--- config.mk ---
export PLATFORM = sky130hd
export DESIGN_NAME = des_stream_scheduler
export DESIGN_NICKNAME = d
export VERILOG_FILES = /design/src/rtl/des_stream_scheduler.sv
export SDC_FILE = /design/constraint.sdc
export NUM_CORES = 1
export LEC_CHECK = 0
export ABC_AREA = 1
export CAP_MARGIN = 20
export CORE_AREA = 2 2 270 219
export DETAILED_ROUTE_END_ITERATION = 10
export DIE_AREA = 0 0 272 221
export PLACE_DENSITY = 0.79
export SLEW_MARGIN = 20
export SYNTH_ARGS = -nofsm -noshare
export SYNTH_HDL_FRONTEND = slang
export SYNTH_SLANG_ARGS = --single-unit
--- constraint.sdc ---
create_clock -name clock_i -period 5 [get_ports clock_i]
set_input_delay 0.5 -clock clock_i [delete_from_list [all_inputs] [get_ports clock_i]]
set_output_delay 0.5 -clock clock_i [all_outputs]
set_load 0.005 [all_outputs]
--- src/rtl/des_stream_scheduler.sv ---
// des_stream_scheduler: front end for the pipelined DES core.
// Two plaintext requesters share the core's single input port through a
// round-robin arbiter. An owner tag follows each block through the core, and
// ciphertext returns to its owner through a result FIFO. Blocks are issued
// only while the result FIFO has a free credit, because the core cannot stall.
// A key change waits for the pipeline to drain before des_key_o is updated.
`timescale 1ns/1ps
module des_stream_scheduler #(
  parameter int unsigned FIFO_DEPTH = 8,
  parameter logic [63:0] KEY_RESET  = 64'h133457799BBCDFF1
) (
  input  logic        clock_i,
  input  logic        reset_ni,
  input  logic        req0_valid_i,
  input  logic [63:0] req0_data_i,
  output logic        req0_ready_o,
  input  logic        req1_valid_i,
  input  logic [63:0] req1_data_i,
  output logic        req1_ready_o,
  input  logic [63:0] key_in_i,
  input  logic        key_wr_i,
  output logic        key_busy_o,
  output logic [63:0] des_key_o,
  output logic [63:0] des_plaintext_o,
  output logic        des_iv_o,
  input  logic [63:0] des_ciphertext_i,
  input  logic        des_ov_i,
  output logic        rsp_valid_o,
  output logic [63:0] rsp_data_o,
  output logic        rsp_id_o,
  input  logic        rsp_ready_i,
  output logic        err_ov_o
);

  localparam int AW = $clog2(FIFO_DEPTH);
  localparam int CW = AW + 1;

  typedef enum logic [1:0] {RUN, DRAIN, LOAD} state_e;

  state_e          state_q;
  logic [63:0]     key_pend_q, des_key_q, des_pt_q;
  logic            key_busy_q, des_iv_q, last_q, err_ov_q;
  logic [CW-1:0]   outstanding_q, outstanding_d;
  logic [CW-1:0]   inflight_q, inflight_d;

  logic            tag_mem_q [FIFO_DEPTH];
  logic [AW-1:0]   tag_wr_q, tag_rd_q;
  logic [CW-1:0]   tag_cnt_q, tag_cnt_d;

  logic [64:0]     res_mem_q [FIFO_DEPTH];
  logic [AW-1:0]   res_wr_q, res_rd_q;
  logic [CW-1:0]   res_cnt_q, res_cnt_d;

  logic            can_issue, grant0, grant1, req_hs, rsp_hs;
  logic            ov_ok, ov_bad;
  logic [64:0]     res_head;

  // Credit check: a pop in the same cycle as a full FIFO does not free a slot yet.
  assign can_issue    = (state_q == RUN) && (outstanding_q < CW'(FIFO_DEPTH));
  // last_q == 1 means requester 1 won last, so requester 0 has priority.
  assign grant0       = req0_valid_i & (~req1_valid_i | last_q);
  assign grant1       = req1_valid_i & (~req0_valid_i | ~last_q);
  assign req0_ready_o = grant0 & can_issue;
  assign req1_ready_o = grant1 & can_issue;
  assign req_hs       = req0_ready_o | req1_ready_o;

  assign ov_ok        = des_ov_i & (tag_cnt_q != '0);
  assign ov_bad       = des_ov_i & (tag_cnt_q == '0);

  assign res_head     = res_mem_q[res_rd_q];
  assign rsp_valid_o  = (res_cnt_q != '0);
  assign rsp_data_o   = res_head[63:0];
  assign rsp_id_o     = res_head[64];
  assign rsp_hs       = rsp_valid_o & rsp_ready_i;

  assign key_busy_o      = key_busy_q;
  assign des_key_o       = des_key_q;
  assign des_plaintext_o = des_pt_q;
  assign des_iv_o        = des_iv_q;
  assign err_ov_o        = err_ov_q;

  // Next-state for the counters; simultaneous increment and decrement cancel.
  always_comb begin
    outstanding_d = outstanding_q;
    inflight_d    = inflight_q;
    tag_cnt_d     = tag_cnt_q;
    res_cnt_d     = res_cnt_q;
    if (req_hs && !rsp_hs) outstanding_d = outstanding_q + CW'(1);
    if (!req_hs && rsp_hs) outstanding_d = outstanding_q - CW'(1);
    if (req_hs && !ov_ok)  inflight_d    = inflight_q + CW'(1);
    if (!req_hs && ov_ok)  inflight_d    = inflight_q - CW'(1);
    if (req_hs && !ov_ok)  tag_cnt_d     = tag_cnt_q + CW'(1);
    if (!req_hs && ov_ok)  tag_cnt_d     = tag_cnt_q - CW'(1);
    if (ov_ok && !rsp_hs)  res_cnt_d     = res_cnt_q + CW'(1);
    if (!ov_ok && rsp_hs)  res_cnt_d     = res_cnt_q - CW'(1);
  end

  // Key-change FSM: RUN -> DRAIN (wait for empty pipeline) -> LOAD -> RUN.
  always_ff @(posedge clock_i or negedge reset_ni) begin
    if (!reset_ni) begin
      state_q    <= RUN;
      key_pend_q <= '0;
      des_key_q  <= KEY_RESET;
      key_busy_q <= 1'b0;
    end else begin
      case (state_q)
        RUN: begin
          if (key_wr_i) begin
            key_pend_q <= key_in_i;
            state_q    <= DRAIN;
            key_busy_q <= 1'b1;
          end
        end
        DRAIN: begin
          if (key_wr_i) key_pend_q <= key_in_i;
          if (inflight_q == '0) state_q <= LOAD;
        end
        LOAD: begin
          des_key_q  <= key_pend_q;
          state_q    <= RUN;
          key_busy_q <= 1'b0;
        end
        default: begin
          state_q    <= RUN;
          key_busy_q <= 1'b0;
        end
      endcase
    end
  end

  // Issue register toward the core and round-robin pointer update.
  always_ff @(posedge clock_i or negedge reset_ni) begin
    if (!reset_ni) begin
      des_iv_q <= 1'b0;
      des_pt_q <= '0;
      last_q   <= 1'b1;
    end else begin
      des_iv_q <= req_hs;
      if (req_hs) begin
        des_pt_q <= req1_ready_o ? req1_data_i : req0_data_i;
        last_q   <= req1_ready_o;
      end
    end
  end

  // Counters, FIFO pointers and the sticky spurious-output flag.
  always_ff @(posedge clock_i or negedge reset_ni) begin
    if (!reset_ni) begin
      outstanding_q <= '0;
      inflight_q    <= '0;
      tag_wr_q      <= '0;
      tag_rd_q      <= '0;
      tag_cnt_q     <= '0;
      res_wr_q      <= '0;
      res_rd_q      <= '0;
      res_cnt_q     <= '0;
      err_ov_q      <= 1'b0;
    end else begin
      outstanding_q <= outstanding_d;
      inflight_q    <= inflight_d;
      tag_cnt_q     <= tag_cnt_d;
      res_cnt_q     <= res_cnt_d;
      if (req_hs) tag_wr_q <= tag_wr_q + AW'(1);
      if (ov_ok)  tag_rd_q <= tag_rd_q + AW'(1);
      if (ov_ok)  res_wr_q <= res_wr_q + AW'(1);
      if (rsp_hs) res_rd_q <= res_rd_q + AW'(1);
      if (ov_bad) err_ov_q <= 1'b1;
    end
  end

  // FIFO storage; contents need no reset because the pointers define validity.
  always_ff @(posedge clock_i) begin
    if (req_hs) tag_mem_q[tag_wr_q] <= req1_ready_o;
    if (ov_ok)  res_mem_q[res_wr_q] <= {tag_mem_q[tag_rd_q], des_ciphertext_i};
  end

endmodule

==> impl_metrics.csv <==
group,metric,value,unit
status,status,"completed",
grt,grtUsageTotal,25.5,%
floorplan,core,57400,um2
clocking,cts_buffer_depth,3,
critical_path,crit_required,4.50,ns
synth,postSynthAreaPerCell,10.9,um2
synth,async_reset_ff_share,30.0,%
synth,yosysSeqAreaShare,70.0,%
clocking,cts_resized,0,
power_and_ir_drop,fin_total_pwr,17.6,mW
clocking,htreeDepth,3,
critical_path,endpoint_kind,"primary output",
detailed_routing,wl_per_cell,18.9,um
place,hpwl,45.4,mm
final_layout,layout.cells.non_filler,4074,
sta,finalSetupViolCount,0,
job,max_cap_viol_count,0,
sta,finalHoldViolations,0,
sta,slew_violations,0,
final_layout,fin_nets,3512,
sta,tightest_slew,1.12,ns
synth,syn_nets,3104,
sta,final.min_clock_period,3.79,ns
place,placed_cells,3922,
critical_path,slowest_delay,0.56,ns
synth,yosysWarnings,0,
synth,synth_top_area_share,51.5,%
grt,gr-total-overflow,0,
synth,synth.distinct_cells,33,
clocking,cts_buffers,75,
min_path,hp-class,"in2reg",
clocking,cts_setup_buffers,0,
floorplan,die_width,272,um
power_and_ir_drop,ir_drop,0.432,mV
final_layout,layout-drive-gt1-share,7.28,%
detailed_routing,firstDrtPassIters,6,
clocking,cts_root_buffer,"clkbuf_16",
clocking,clk_pin_slew,0.06,ns
final_layout,design_area,38600,um2
critical_path,path_buf_inv,3,
final_layout,layout_common_cells,"nand2_1 (533), edfxtp_1 (528), nor2_1 (480)",
synth,synth_flop_cell,"edfxtp_1",
sta,fin_crit_sh,75.9,%
floorplan,rows,79,
final_layout,syn_to_final_growth,25.2,%
clocking,cts.sinks,754,
floorplan,ios,462,
grt,grt_pass1_vias,21600,
sta,finClkSkew,0.0205,ns
detailed_routing,routed_via_density,5.32,
final_layout,final_common_cell,"nand2_1",
final_layout,fill_cells,4127,
clocking,cts_tree,"yes",
critical_path,crit_arrival,3.29,ns
synth,synth_area,30800,um2
critical_path,start_kind,"register",
critical_path,crit_chain,"buf_12 > buf_16 > o21ai_0 > o21ai_0 > nand2_1 > nand2_1 > clkdlybuf4s50_1",
critical_path,rr_worst_depth,7,
synth,synth_top_area_cell,"edfxtp_1",
grt,grt_pass1_wl,120,mm
synth,synth_area_leaders,"edfxtp_1 (51%), dfrtp_1 (15%), nand2_1 (6.5%)",
synth,synth-edff-count,528,
detailed_routing,drt_wl_total,77.2,mm
floorplan,start_util,53.6,%
sta,setup_tns,0,ns
detailed_routing,drt_iter0_drc,2130,
min_path,whs_path_depth,3,
power_and_ir_drop,p_leak,15.1,nW
synth,syn_inst,2827,
critical_path,crit_path_max_fanout,196,
sta,rsz0062_at_grt,"no",
place,port_buffers,461,
floorplan,die_h,221,um
clocking,clk_latency,0.61,ns
detailed_routing,drc,0,
critical_path,cp_slowest_cell,"buf_16",
grt,grt_max_degree,262,
place,placed_area,35900,um2
floorplan,die_area,60100,um2
sta,slew_headroom,25.4,%
synth,ys_seq_elements,754,
power_and_ir_drop,power_density,456,nW/um2
critical_path,path_class,"reg2out",
detailed_routing,num_vias,21700,
sta,max_freq,264,MHz
place,place_congestion,0.902,
grt,antenna_found_initial,9,
final_layout,final_core_util,67.1,%
critical_path,path_delay_family,"buffers and inverters",
critical_path,cp.depth,7,
detailed_routing,drtAntennaViolNets,0,
-- metrics by stage --
stage                     setup WS, ns  hold slack, ns
after global routing             0.988           0.453
after floorplan                  0.811           0.204
after global placement            1.92           0.460
after detailed placement          1.84           0.465
after CTS                         1.26           0.445
final                             1.21           0.474
-- cell families (layout without fill, tap and decap cells) --
logic type	count (synthesis)	after routing	share of synthesized area [%]
flops	754	754	70.0
fa+ha+maj	14	14	0.569
other cells	0	8	0
xor+xnor	18	18	0.512
buf+inv	324	794	4.73
compound gates	543	543	8.91
simple gates	1174	1174	15.3
-- layer usage --
layer	global-route usage, %	up-vias	part of all wire (%)
li1	-	10300	-
met1	34.0	10500	41
met2	42.6	743	50
met3	4.22	149	6.4
met4	9.04	2	2.9
met5	0	-	0.017
-- report_power, final --
group	internal [mW]	switching (mW)
sequential	6.79	0.146
clock	3.39	2.37
combinational	2.02	2.85
total	12.2	5.37
-- state kept, by name, indices dropped and copies added, names as in the netlist, 8 cells and up --
name	count
tag_mem_q	8
des_key_o	64
res_mem_q	520
key_pend_q	64
des_plaintext_o	64
-- layout make-up --
class                           instances  area (um2)  area share [%]
Sequential cell                       754       21600            55.9
Multi-Input combinational cell       1749        7860            20.4
Timing Repair Buffer                  489        4980            12.9
Inverter                              166         631            1.64
Clock buffer                           95        2050            5.31
Antenna cell                            8        20.0          0.0519
Clock inverter                         44         490            1.27
Tap cell                              769         962            2.50
-- worst min-delay path, delay by kind of cell --
family	cells	cell delay, ns
and+or+nand+nor	1	0.10
buffers and inverters	1	0.40
AOI/OAI and AO/OA	1	0.04
-- Yosys cell counts (6+ instances only) --
master	count
buf_1	11
dfstp_2	39
dfrtp_1	187
xnor2_1	8
buf_2	46
buf_6	19
o21ai_1	178
o21ai_0	292
edfxtp_1	528
or2_0	34
buf_4	6
ha_1	14
nor2_1	488
clkbuf_1	75
nand3_1	78
a21oi_1	69
or2_2	31
xor2_1	10
inv_1	163
nand2_1	535
-- final timing paths --
kind | start | endpoint | slack, ns
max | res_rd_q[0]$_DFFE_PN0N_ | rsp_data_o[15] | 1.21
min | key_in_i[15] | key_pend_q[15]$_DFFE_PN0P_ | 0.47
max reg2reg | tag_cnt_q[2]$_DFFE_PN0P_ | res_mem_q[7][45]$_DFFE_PP_ | 2.32
min reg2reg | des_plaintext_o[54]$_DFFE_PN0P_ | des_plaintext_o[54]$_DFFE_PN0P_ | 0.48
max in group asynchronous | reset_ni | key_pend_q[50]$_DFFE_PN0P_ | 3.26
min in group asynchronous | reset_ni | des_plaintext_o[33]$_DFFE_PN0P_ | 0.50
-- timing repair --
item                       4_1_cts  5_1_grt
setup endpoints to repair        0        0
hold endpoints to repair        46        0
hold buffers                     1        0
Power figures use the tool's default switching activity.
==> RTL edit 1, RTL diff (config.mk and constraints unchanged) <==
Put one more register stage on the output `err_ov_o`, cleared by the reset. The value now appears one clock later. The other outputs are not delayed to match.
--- a/src/rtl/des_stream_scheduler.sv
+++ b/src/rtl/des_stream_scheduler.sv
@@ -77,7 +77,13 @@
   assign des_key_o       = des_key_q;
   assign des_plaintext_o = des_pt_q;
   assign des_iv_o        = des_iv_q;
-  assign err_ov_o        = err_ov_q;
+  always_ff @(posedge clock_i or negedge reset_ni) begin
+    if (!reset_ni) begin
+      err_ov_o <= '0;
+    end else begin
+      err_ov_o <= err_ov_q;
+    end
+  end
 
   // Next-state for the counters; simultaneous increment and decrement cancel.
   always_comb begin
Formal check against the unedited RTL: not equivalent (a bounded check fails within 4 cycles, from zero or initial values and one cycle with reset_ni low).
==> RTL edit 1 against the unedited design <==
- worst setup slack worse by 100 ps
- final area down 0.50%
- area after synthesis about the same
- sequential cell count up 1
- routed wire length up 2.4%
- worst hold slack worse by 92 ps
- sequential power about the same
- power down 1.7%
- final cell count down 0.25%
- highest routed layer unchanged
==> RTL edit 1: results <==
{
  "timing.rr.end": "inflight_q[2]",
  "p_sw_w": 0.005406,
  "dp_hpwl_um": 46950,
  "synth_top_cells_by_area": "edfxtp_1 51%, dfrtp_1 15%, nand2_1 6.5%",
  "grt_pass1_wl_um": 121600,
  "place_ws_ps": 1480,
  "status": "finished, final reports clean",
  "switching_share_pct": 31.30,
  "met2RoutedLength_um": 38770,
  "dp_cells": 3924,
  "placed_cell_area_um2": 35950,
  "clockBufferCount": 104,
  "clock_area_share_pct": 6.132,
  "layout.nonclk_buf_share_pct": 12.91,
  "cp-endpoint": "rsp_data_o[30]",
  "synthXorXnorAreaFrac_pct": 0.5116,
  "hold_class": "reg2reg",
  "min_to": "err_ov_o",
  "first_iter_violations": 2089,
  "cts_buffers": 73,
  "n_all_buffers": 487,
  "critPathSlowestCell": "inv_6",
  "synth-compound-area-share_pct": 8.904,
  "grt_pass1_vias": 21751,
  "m1WireLength_um": 32170,
  "crit_fanout": 106,
  "syn-num-nets": 3105,
  "wl_um": 79030,
  "synth_seq_cells": 755,
  "synthCells": 2828,
  "r2r_start": "state_q[1]",
  "vias_per_cell": 5.406
}
RTL edit 1: worst reg2reg max path, cell delays in order, from the launching register on:
cell      delay, ps
dfrtp_1         430
nor2_2          170
nand2_2          90
inv_4            80
o211ai_4         90
nand2_4         570
inv_2           230
ha_1            340
nand2_1         100
nand2_1          70
ha_1            190
a21oi_1         150
xor2_1          150
o21ai_0          80
RTL edit 1: logic make-up (layout without fill, tap and decap cells):
logic type                 count (synthesis)  in the layout
AOI/OAI and AO/OA                        543            543
xor gates and xnor gates                  18             18
adders and majority gates                 14             14
buffers and inverters                    324            783
other                                      0              8
DFF                                      755            755
and+or+nand+nor                         1174           1174
RTL edit 1: metrics by stage:
stage	util [%]	hold WS, ps
after global placement	62.60	363.0
after global routing	66.80	391.0
after CTS	66.71	378.9
after floorplan	-	204.4
final	66.80	382.1
after detailed placement	62.60	365.2
==> RTL edit 2, RTL diff (same settings) <==
Made on the original files. Change the parameter `FIFO_DEPTH` from 8 to 4.
--- a/src/rtl/des_stream_scheduler.sv
+++ b/src/rtl/des_stream_scheduler.sv
@@ -6,7 +6,7 @@
 // A key change waits for the pipeline to drain before des_key_o is updated.
 `timescale 1ns/1ps
 module des_stream_scheduler #(
-  parameter int unsigned FIFO_DEPTH = 8,
+  parameter int unsigned FIFO_DEPTH = 4,
   parameter logic [63:0] KEY_RESET  = 64'h133457799BBCDFF1
 ) (
   input  logic        clock_i,
Function: no difference found for any inputs over 4 cycles, from zero or initial values and one cycle with reset_ni low; that may be too few to reach the edited logic, so the function may still have changed.
==> RTL edit 2 against the unedited design <==
- the flow now finishes with violations (negative hold slack)
- combinational power up 18%
- area after synthesis down 37%
- worst setup slack worse by 36 ps
- synthesized cell count down 37%
- final area down 31%
- sequential cell count down 272
- clock skew down 9.8 ps
- power down 11%
- routed wire length down 32%
- highest routed layer unchanged
==> RTL edit 2: results <==
{
  "violations": "negative hold slack",
  "peakVddDrop_v": 0.0003664,
  "dp_cells": 2907,
  "hold_violations": 2,
  "ys_types": 27,
  "largest_register_ffs": 260,
  "vias_per_cell": 4.924,
  "synth_edf_count": 264,
  "fin_hold_ws_ps": -2.113,
  "seq_power_w": 0.00605,
  "synth_top_cells_by_area": "edfxtp_1 41%, dfrtp_1 23%, o21ai_0 5.3%",
  "timing.rr.end": "des_plaintext_o[17]",
  "dp_hpwl_um": 34030,
  "place_ws_ps": 1467,
  "met3_usage_pct": 4.883,
  "placed_cell_area_um2": 24800,
  "worst-r2r-cell-count": 6,
  "vias": 14766,
  "pg_clk_w": 0.00388,
  "use_met2_pct": 28.45,
  "clkLatencyLatePin_ps": 590,
  "grt_max_degree": 129,
  "seq_area_frac_synth_pct": 68.73,
  "critPathSlowestCell": "buf_4",
  "antenna_found_initial": 4,
  "use_met1_pct": 21.02,
  "async_flop_share_pct": 45.23,
  "nNetsFinal": 2468,
  "status": "complete, but fails checks",
  "grt_pass1_wl_um": 81140,
  "pwr-share-seq_pct": 38.6,
  "tightest_slew_ps": 1026,
  "grtUsageTotal_pct": 16.91,
  "finalClockSkew_ps": 10.65,
  "ys_top_cells_by_count": "264 x edfxtp_1, 225 x nand2_1, 207 x o21ai_0, 205 x nor2_1, 179 x dfrtp_1",
  "timing.final.crit_period_ps": 3829,
  "p_leak_nw": 10.56,
  "met2RoutedLength_um": 24980,
  "p_int_w": 0.01053,
  "arrival_ps": 3330,
  "firstDrtPassIters": 5,
  "multiInputGateArea_um2": 5009
}
RTL edit 2: cell count changes after synthesis, moves of 66 or more:
| cell | delta |
|---|---|
| nand2_1 | -310 |
| nor2_1 | -283 |
| edfxtp_1 | -264 |
| o21ai_1 | -178 |
| o21ai_0 | -85 |
| o22ai_1 | +66 |
RTL edit 2: layout make-up:
type,count,share of cell area [%]
diodes,1,0.009425
clock buffers,73,5.533
clock inverters,18,1.032
inverters,168,2.394
multi-input cells,1008,18.86
flip-flops and latches,482,50.61
well taps,769,3.624
repair buffers,480,17.94
RTL edit 2: worst reg2reg max path, stage by stage (launching register included):
cell      delay (ps)
dfstp_2          370
nand2_1           60
nand2_2          410
nor2_4           830
clkinv_2        1020
nand3_1          380
nand2_1          100
RTL edit 2: kinds of logic after synthesis:
group | Yosys count | synth area share, %
buf+inv | 282 | 5.980
xor+xnor | 11 | 0.4930
fa+ha+maj | 16 | 1.101
flops | 482 | 68.73
simple gates | 576 | 12.05
compound gates | 405 | 11.65
